<file path="src/rtl/rle_encoder_stream.sv">
// Streaming run-length encoder: one pixel per beat in, (value, run-length) entries out.
// A single output register holds each entry; frame end is marked by in_last_i.
module rle_encoder_stream #(
    parameter int unsigned DATA_W = 8,
    parameter int unsigned CNT_W  = 8,
    parameter int unsigned STAT_W = 16
) (
    input  logic              clk,
    input  logic              rst,
    input  logic              start_i,
    input  logic              raw_mode_i,
    input  logic [DATA_W-1:0] in_data_i,
    input  logic              in_valid_i,
    input  logic              in_last_i,
    output logic              in_ready_o,
    output logic [DATA_W-1:0] out_data_o,
    output logic [CNT_W-1:0]  out_count_o,
    output logic              out_last_o,
    output logic              out_valid_o,
    input  logic              out_ready_i,
    output logic              done_o,
    output logic              busy_o,
    output logic [STAT_W-1:0] original_count_o,
    output logic [STAT_W-1:0] compressed_count_o
);

    localparam logic [CNT_W-1:0]  CntMax  = '1;
    localparam logic [STAT_W-1:0] StatMax = '1;

    typedef enum logic [1:0] {
        StIdle,
        StRun,
        StFlush
    } state_e;

    state_e              state_q, state_d;
    logic                raw_q, raw_d;
    logic                first_q, first_d;
    logic [DATA_W-1:0]   run_val_q, run_val_d;
    logic [CNT_W-1:0]    run_cnt_q, run_cnt_d;
    logic                out_valid_q, out_valid_d;
    logic [DATA_W-1:0]   out_data_q, out_data_d;
    logic [CNT_W-1:0]    out_count_q, out_count_d;
    logic                out_last_q, out_last_d;
    logic                done_q, done_d;
    logic [STAT_W-1:0]   orig_q, orig_d;
    logic [STAT_W-1:0]   comp_q, comp_d;

    logic out_free;
    logic in_ready;
    logic accept;
    logic xfer;

    // The output register is free if empty or draining this cycle.
    assign out_free = !out_valid_q || out_ready_i;
    assign in_ready = (state_q == StRun) && out_free;
    assign accept   = in_valid_i && in_ready;
    assign xfer     = out_valid_q && out_ready_i;

    always_comb begin
        state_d     = state_q;
        raw_d       = raw_q;
        first_d     = first_q;
        run_val_d   = run_val_q;
        run_cnt_d   = run_cnt_q;
        out_valid_d = out_valid_q;
        out_data_d  = out_data_q;
        out_count_d = out_count_q;
        out_last_d  = out_last_q;
        orig_d      = orig_q;
        comp_d      = comp_q;
        done_d      = xfer && out_last_q;

        if (xfer) begin
            out_valid_d = 1'b0;
            comp_d      = (comp_q == StatMax) ? comp_q : comp_q + STAT_W'(1);
        end

        unique case (state_q)
            StIdle: begin
                if (start_i) begin
                    orig_d  = '0;
                    comp_d  = '0;
                    first_d = 1'b1;
                    raw_d   = raw_mode_i;
                    state_d = StRun;
                end
            end
            StRun: begin
                if (accept) begin
                    orig_d = (orig_q == StatMax) ? orig_q : orig_q + STAT_W'(1);
                    if (first_q) begin
                        run_val_d = in_data_i;
                        run_cnt_d = CNT_W'(1);
                        first_d   = 1'b0;
                    end else if (!raw_q && (in_data_i == run_val_q) && (run_cnt_q != CntMax)) begin
                        run_cnt_d = run_cnt_q + CNT_W'(1);
                    end else begin
                        out_valid_d = 1'b1;
                        out_data_d  = run_val_q;
                        out_count_d = run_cnt_q;
                        out_last_d  = 1'b0;
                        run_val_d   = in_data_i;
                        run_cnt_d   = CNT_W'(1);
                    end
                    if (in_last_i) begin
                        state_d = StFlush;
                    end
                end
            end
            StFlush: begin
                if (out_free) begin
                    out_valid_d = 1'b1;
                    out_data_d  = run_val_q;
                    out_count_d = run_cnt_q;
                    out_last_d  = 1'b1;
                    state_d     = StIdle;
                end
            end
            default: state_d = StIdle;
        endcase
    end

    always_ff @(posedge clk or posedge rst) begin
        if (rst) begin
            state_q     <= StIdle;
            raw_q       <= 1'b0;
            first_q     <= 1'b1;
            run_val_q   <= '0;
            run_cnt_q   <= '0;
            out_valid_q <= 1'b0;
            out_data_q  <= '0;
            out_count_q <= '0;
            out_last_q  <= 1'b0;
            done_q      <= 1'b0;
            orig_q      <= '0;
            comp_q      <= '0;
        end else begin
            state_q     <= state_d;
            raw_q       <= raw_d;
            first_q     <= first_d;
            run_val_q   <= run_val_d;
            run_cnt_q   <= run_cnt_d;
            out_valid_q <= out_valid_d;
            out_data_q  <= out_data_d;
            out_count_q <= out_count_d;
            out_last_q  <= out_last_d;
            done_q      <= done_d;
            orig_q      <= orig_d;
            comp_q      <= comp_d;
        end
    end

    assign in_ready_o         = in_ready;
    assign out_valid_o        = out_valid_q;
    assign out_data_o         = out_data_q;
    assign out_count_o        = out_count_q;
    assign out_last_o         = out_last_q;
    assign done_o             = done_q;
    assign busy_o             = (state_q != StIdle);
    assign original_count_o   = orig_q;
    assign compressed_count_o = comp_q;

endmodule
</file>
<file path="config.mk">
export PLATFORM = sky130hd
export DESIGN_NAME = rle_encoder_stream
export DESIGN_NICKNAME = d
export VERILOG_FILES = /design/src/rtl/rle_encoder_stream.sv
export SDC_FILE = /design/constraint.sdc
export NUM_CORES = 1
export LEC_CHECK = 0
export BUFFER_PORTS_ARGS = -buffer_cell sky130_fd_sc_hd__buf_4
export CAP_MARGIN = 25
export CORE_MARGIN = 10
export CORE_UTILIZATION = 56
export DETAILED_ROUTE_END_ITERATION = 16
export PLACE_DENSITY_LB_ADDON = 0.15
export SKIP_CTS_REPAIR_TIMING = 1
export SYNTH_ARGS = -nofsm -noshare
export SYNTH_HDL_FRONTEND = slang
export SYNTH_SLANG_ARGS = --single-unit
</file>
<file path="constraint.sdc">
create_clock -name clk -period 3.1 [get_ports clk]
set_clock_uncertainty 0.1 [all_clocks]
set_input_delay 0.465 -clock clk [delete_from_list [all_inputs] [get_ports clk]]
set_output_delay 0.465 -clock clk [all_outputs]
set_load 0.005 [all_outputs]
</file>
* Yosys cells after proc, flatten, opt, wreduce, memory -nomap -nowiden
Cells that the tools add are included.
** Word-level totals
- Register bits after elaboration :: 71
- Bits of input ports :: 15
- Output and inout port bits :: 53
- Logic and storage cells :: 90
** Cells by class
- Add/sub/neg operators :: 3
- Equal/unequal tests :: 14
- Multiplexer cells :: 41
- Reductions and logical operators :: 20
** Operator list (number)
- two-way mux 16 bit :: 7
- two-way mux 8 bit :: 12
- adder 16 x 1 -> 16 bit (second input constant) :: 2
- == test 16 bit (second input constant) :: 2
- case mux 16 bit (2 select lines) :: 1
- case mux 8 bit (2 select lines) :: 2
- inequality test 2 bit (second input constant) :: 8
- two-way mux 1 bit :: 11
- adder 8 x 1 -> 8 bit (second input constant) :: 1
- == test 8 bit :: 1
- two-way mux 2 bit :: 4
- inequality test 8 bit (second input constant) :: 1
- AND reduction 4 bit :: 2
- logical AND 1 bit :: 6
- case mux 1 bit (2 select lines) :: 3
- case mux 2 bit (3 select lines) :: 1
- AND reduction 3 bit :: 2
- nonzero test 2 bit :: 3
- AND reduction 5 bit :: 1
- AND reduction 2 bit :: 2
- == test 2 x 1 -> 1 bit (second input constant) :: 1
- == test 2 bit (second input constant) :: 1
- zero test 1 bit :: 2
- zero test 2 bit :: 1
- logical OR 1 bit :: 1

* Depth between registers and ports, before layout
- Depth after elaboration :: 7
- Gate-level depth with buffers :: 10
- Depth with buffers taken out :: 7

* Least setup slack after synthesis
No wires, ideal clock.
- Path kind :: register -> register
- Start point :: reg state_q[1]
- End point :: reg orig_q[13], in the netlist original_count_o[13]
- Library setup time :: 78 ps
- Arrival time :: 2023 ps
- Required time :: 2922 ps
- Path slack :: 899 ps
- Stages on the path, launching flop included :: 10
- Period minus slack after synthesis :: 2201 ps
- Path through :: dfrtp_1 -> inv_1 -> ha_1 -> buf_4 -> nand2_1 -> o21a_4 -> a211o_1 -> buf_6 -> or4_1 -> a21oi_1
** Between the ends
- Word-level cells in the longest chain between the ends :: 5
** Ends and longest elaborated chain
- start: declaration :: RTL line 36 : state_e state_q, state_d;
- start signal: assignment :: RTL line 126 : state_q <= StIdle;
- start signal: assignment :: RTL line 139 : state_q <= state_d;
- == test 2 x 1 -> 1 bit :: RTL line 56, 79
- logical AND 1 bit :: RTL line 56 : assign in_ready = (state_q == StRun) && out_free;
- logical AND 1 bit :: RTL line 57 : assign accept = in_valid_i && in_ready;
- inequality test 2 bit (no line)
- AND reduction 4 bit (no line)
- end signal: assignment :: RTL line 149 : orig_q <= orig_d;
- end: declaration :: RTL line 46 : logic [STAT_W-1:0] orig_q, orig_d;
Parallel ways exist; a longest one is shown, timed or not.
A chain may end at the register's enable or synchronous reset.

* Worst setup path after layout
- Start point :: reg state_q[1]
- End point :: reg orig_q[15], in the netlist original_count_o[15]
The elaborated chain is that of the path after synthesis.

==> flow_metrics.py <==
metrics = {
    "hold_path": {
        "hp-class": "primary input to async pin",
    },
    "global_routing": {
        "grtUsageMet2_pct": 30.2,
        "grt_pass1_vias": 3396,
        "gr-total-overflow": 0,
        "use_met3_pct": 5.47,
        "gr-max-usage-layer": "met2",
        "grt_pass1_wl_mm": 16.2,
        "grtUsageMet1_pct": 24.2,
        "grt_usage_pct": 19.1,
        "grt_max_degree": 42,
        "antenna_found_initial": 0,
    },
    "placement": {
        "port_buffers": 67,
        "dp_hpwl_mm": 6.77,
        "placed_area_mm2": 0.00439,
        "placedCellCount": 550,
        "gp_congestion": 0.841,
    },
    "sta": {
        "maxSlewHeadroom_pct": 50.3,
        "setup_violations": 0,
        "post-route-min-period_ns": 2.66,
        "min_period_over_period_pct": 85.9,
        "slew_violations": 0,
        "hold_viol": 0,
        "worstMarginPinSlew_ns": 0.738,
        "finalSetupTns_ns": 0,
        "rsz0062_at_grt": "false",
        "max_freq_mhz": 375,
    },
    "synthesis": {
        "synthTopCellsByCount": "70 x dfrtp_1, 55 x nand2_1, 33 x nand3_1, 33 x nor2_1, 18 x o211ai_1",
        "ys_types": 47,
        "yosys_warnings": 0,
        "synth_area_leaders": "dfrtp_1 46%, nand2_1 5.4%, nand3_1 4.3%",
        "synthesis.area_mm2": 0.00380,
        "synth_most_common_cell": "dfrtp_1",
        "ys_ff_latch": 71,
        "syn_inst": 417,
        "syn-num-nets": 438,
        "synth_top_area_share_pct": 46.0,
        "ys.flop_type": "dfrtp_1",
        "synthArstFlopShare_pct": 100,
        "synth_area_leader_cell": "dfrtp_1",
        "syn_area_per_cell_um2": 9.12,
        "yosysSeqAreaShare_pct": 46.7,
        "synth_edf_count": 0,
    },
    "clocking": {
        "numCtsBuffers": 9,
        "clockRootBuffer": "clkbuf_8",
        "tritoncts": "done",
        "clock_sinks": 71,
        "clk_pin_slew_ns": 0.08,
        "clk_latency_ns": 0.37,
        "cts_max_path_buffers": 2,
        "htree_levels": 3,
    },
    "critical_path": {
        "r2r-start": "state_q[1]$_DFFE_PP0P_",
        "crit_fanout": 19,
        "reg2reg_depth": 7,
        "crit_start": "state_q[1]$_DFFE_PP0P_",
        "start_kind": "flop",
        "path_cells": "inv_1, ha_1, nand2_1, o21a_4, a211o_1, or4_1, a21oi_1",
        "cp_data_required_time_ns": 3.28,
        "crit_end": "original_count_o[15]$_DFFE_PP0P_",
        "r2r-end": "original_count_o[15]$_DFFE_PP0P_",
        "rrSetupSlack_ns": 0.44,
        "crit_path_top_delay_cell": "or4_1",
        "path_class": "flop to flop",
        "critical_path_arrival_ns": 2.85,
        "crit_path_end_kind": "flop",
        "cpPeakStageDelay_ns": 0.53,
    },
    "floorplan": {
        "fp.dieH_um": 102,
        "core_area_mm2": 0.00646,
        "io_pins": 68,
        "fp.dieArea_mm2": 0.0105,
        "floorplan.initialDensity_pct": 58.9,
        "rows": 29,
        "die_x_um": 102,
    },
    "pwr": {
        "p_leak_nw": 2.03,
        "fin_total_pwr_mw": 3.35,
        "peakVddDrop_mv": 0.603,
        "p_per_area_mw_per_mm2": 723,
    },
    "final_layout": {
        "n_antenna_cell": 0,
        "post_layout_nonfiller_instances": 566,
        "finalNetCount": 505,
        "drive_above_1_share_pct": 21.1,
        "final_area_mm2": 0.00464,
        "syn_to_final_growth_pct": 21.9,
    },
    "job": {
        "cap_viol_max_count": 0,
    },
    "drt": {
        "drt_pass1_iterations": 4,
        "finalWirelength_mm": 9.71,
        "post_drt_wl_per_cell_um": 17.2,
        "vias": 3448,
        "ant_nets": 0,
        "drc_errors": 0,
        "vias_per_cell": 6.09,
        "drtIter0Drc": 198,
    },
    "run_status": {
        "status": "completed",
    },
}
-- where the power goes --
part | internal, mW | switching [mW] | total (mW)
logic | 0.487 | 0.645 | 1.13
clock network | 0.558 | 0.364 | 0.922
registers | 1.11 | 0.192 | 1.30
total | 2.15 | 1.20 | 3.35
-- worst min-delay path by stage --
stage	slack [ns]	startpoint	end
3_3_place_gp	0.40	raw_q$_DFFE_PP0P_	raw_q$_DFFE_PP0P_
5_1_grt	0.16	rst	compressed_count_o[14]$_DFF_PP0_
3_5_place_dp	0.37	raw_q$_DFFE_PP0P_	raw_q$_DFFE_PP0P_
6_report	0.11	rst	compressed_count_o[12]$_DFF_PP0_
2_1_floorplan	0.35	raw_q$_DFFE_PP0P_	raw_q$_DFFE_PP0P_
4_1_cts	0.14	rst	compressed_count_o[15]$_DFF_PP0_
-- per-stage QoR --
stage	hold WS [ns]	utilization, %	setup WS [ns]
after floorplan	0.346	-	0.740
after global placement	0.401	68.0	0.632
after detailed placement	0.370	68.0	0.491
after CTS	0.141	71.8	0.438
after global routing	0.161	71.8	0.210
final	0.109	71.8	0.436
-- critical path, delay by kind of cell (launching register included) --
| kind | cells | cell delay [ns] |
|---|---|---|
| AO/OA/AOI/OAI | 3 | 0.88 |
| AND/OR/NAND/NOR | 2 | 0.69 |
| flip-flops | 1 | 0.41 |
| adder cells (fa/ha/maj) | 1 | 0.40 |
| buffers and inverters | 1 | 0.10 |
-- flip-flops by register name, summed over array words and instances, names as in the netlist, 2 cells and up --
signal              cells
compressed_count_o     16
original_count_o       16
out_count_o             8
out_data_o              8
run_cnt_q               8
run_val_q               8
state_q                 2
-- cell usage in the layout (no fill, tap or decap), drive strengths merged, types with 2 or more instances in the layout --
cell / Yosys / final
nand3: 33 / 33
xnor2: 9 / 9
and3: 6 / 6
clkinv: 1 / 2
nand2: 55 / 55
a311oi: 2 / 2
dfrtp: 70 / 70
nand4: 7 / 7
ha: 6 / 6
and2: 2 / 2
bufinv: 0 / 3
o21ai: 16 / 16
or4: 10 / 10
mux2: 6 / 6
or3: 5 / 5
a21oi: 14 / 14
a22oi: 17 / 17
clkbuf: 17 / 11
inv: 11 / 12
a211oi: 4 / 4
nor2: 33 / 33
nand2b: 6 / 6
nor2b: 2 / 2
nor3: 14 / 14
buf: 4 / 77
nor4: 6 / 6
a21o: 3 / 3
o21a: 2 / 2
xor2: 11 / 11
a31oi: 6 / 6
o22ai: 2 / 2
o31ai: 7 / 7
nor4b: 2 / 2
o211ai: 18 / 18
-- cells by family after synthesis --
logic type               Yosys count  synth area share (%)
flip-flops                        71                  46.7
buffers and inverters             33                  3.78
XOR/XNOR                          20                  4.60
AND/OR/NAND/NOR                  182                  23.2
adder cells (fa/ha/maj)            6                  1.97
multiplexers                       7                  2.04
AO/OA/AOI/OAI                     98                  17.6
-- routing by layer --
| metal | routed length [um] | vias to the layer above |
|---|---|---|
| met4 | 201 | 0 |
| met3 | 703 | 22 |
| met2 | 4550 | 107 |
| li1 | - | 1667 |
| met5 | 0 | - |
| met1 | 4260 | 1652 |
-- layout make-up --
cell class                      instances  area (um^2)
Inverter                               12         45.0
Sequential cell                        71         1780
Clock inverter                          5          104
Timing Repair Buffer                   77          591
Multi-Input combinational cell        313         1880
Clock buffer                           11          141
Fill cell                             517         1820
Tap cell                               77         96.3
(Power assumes the default switching activity.)
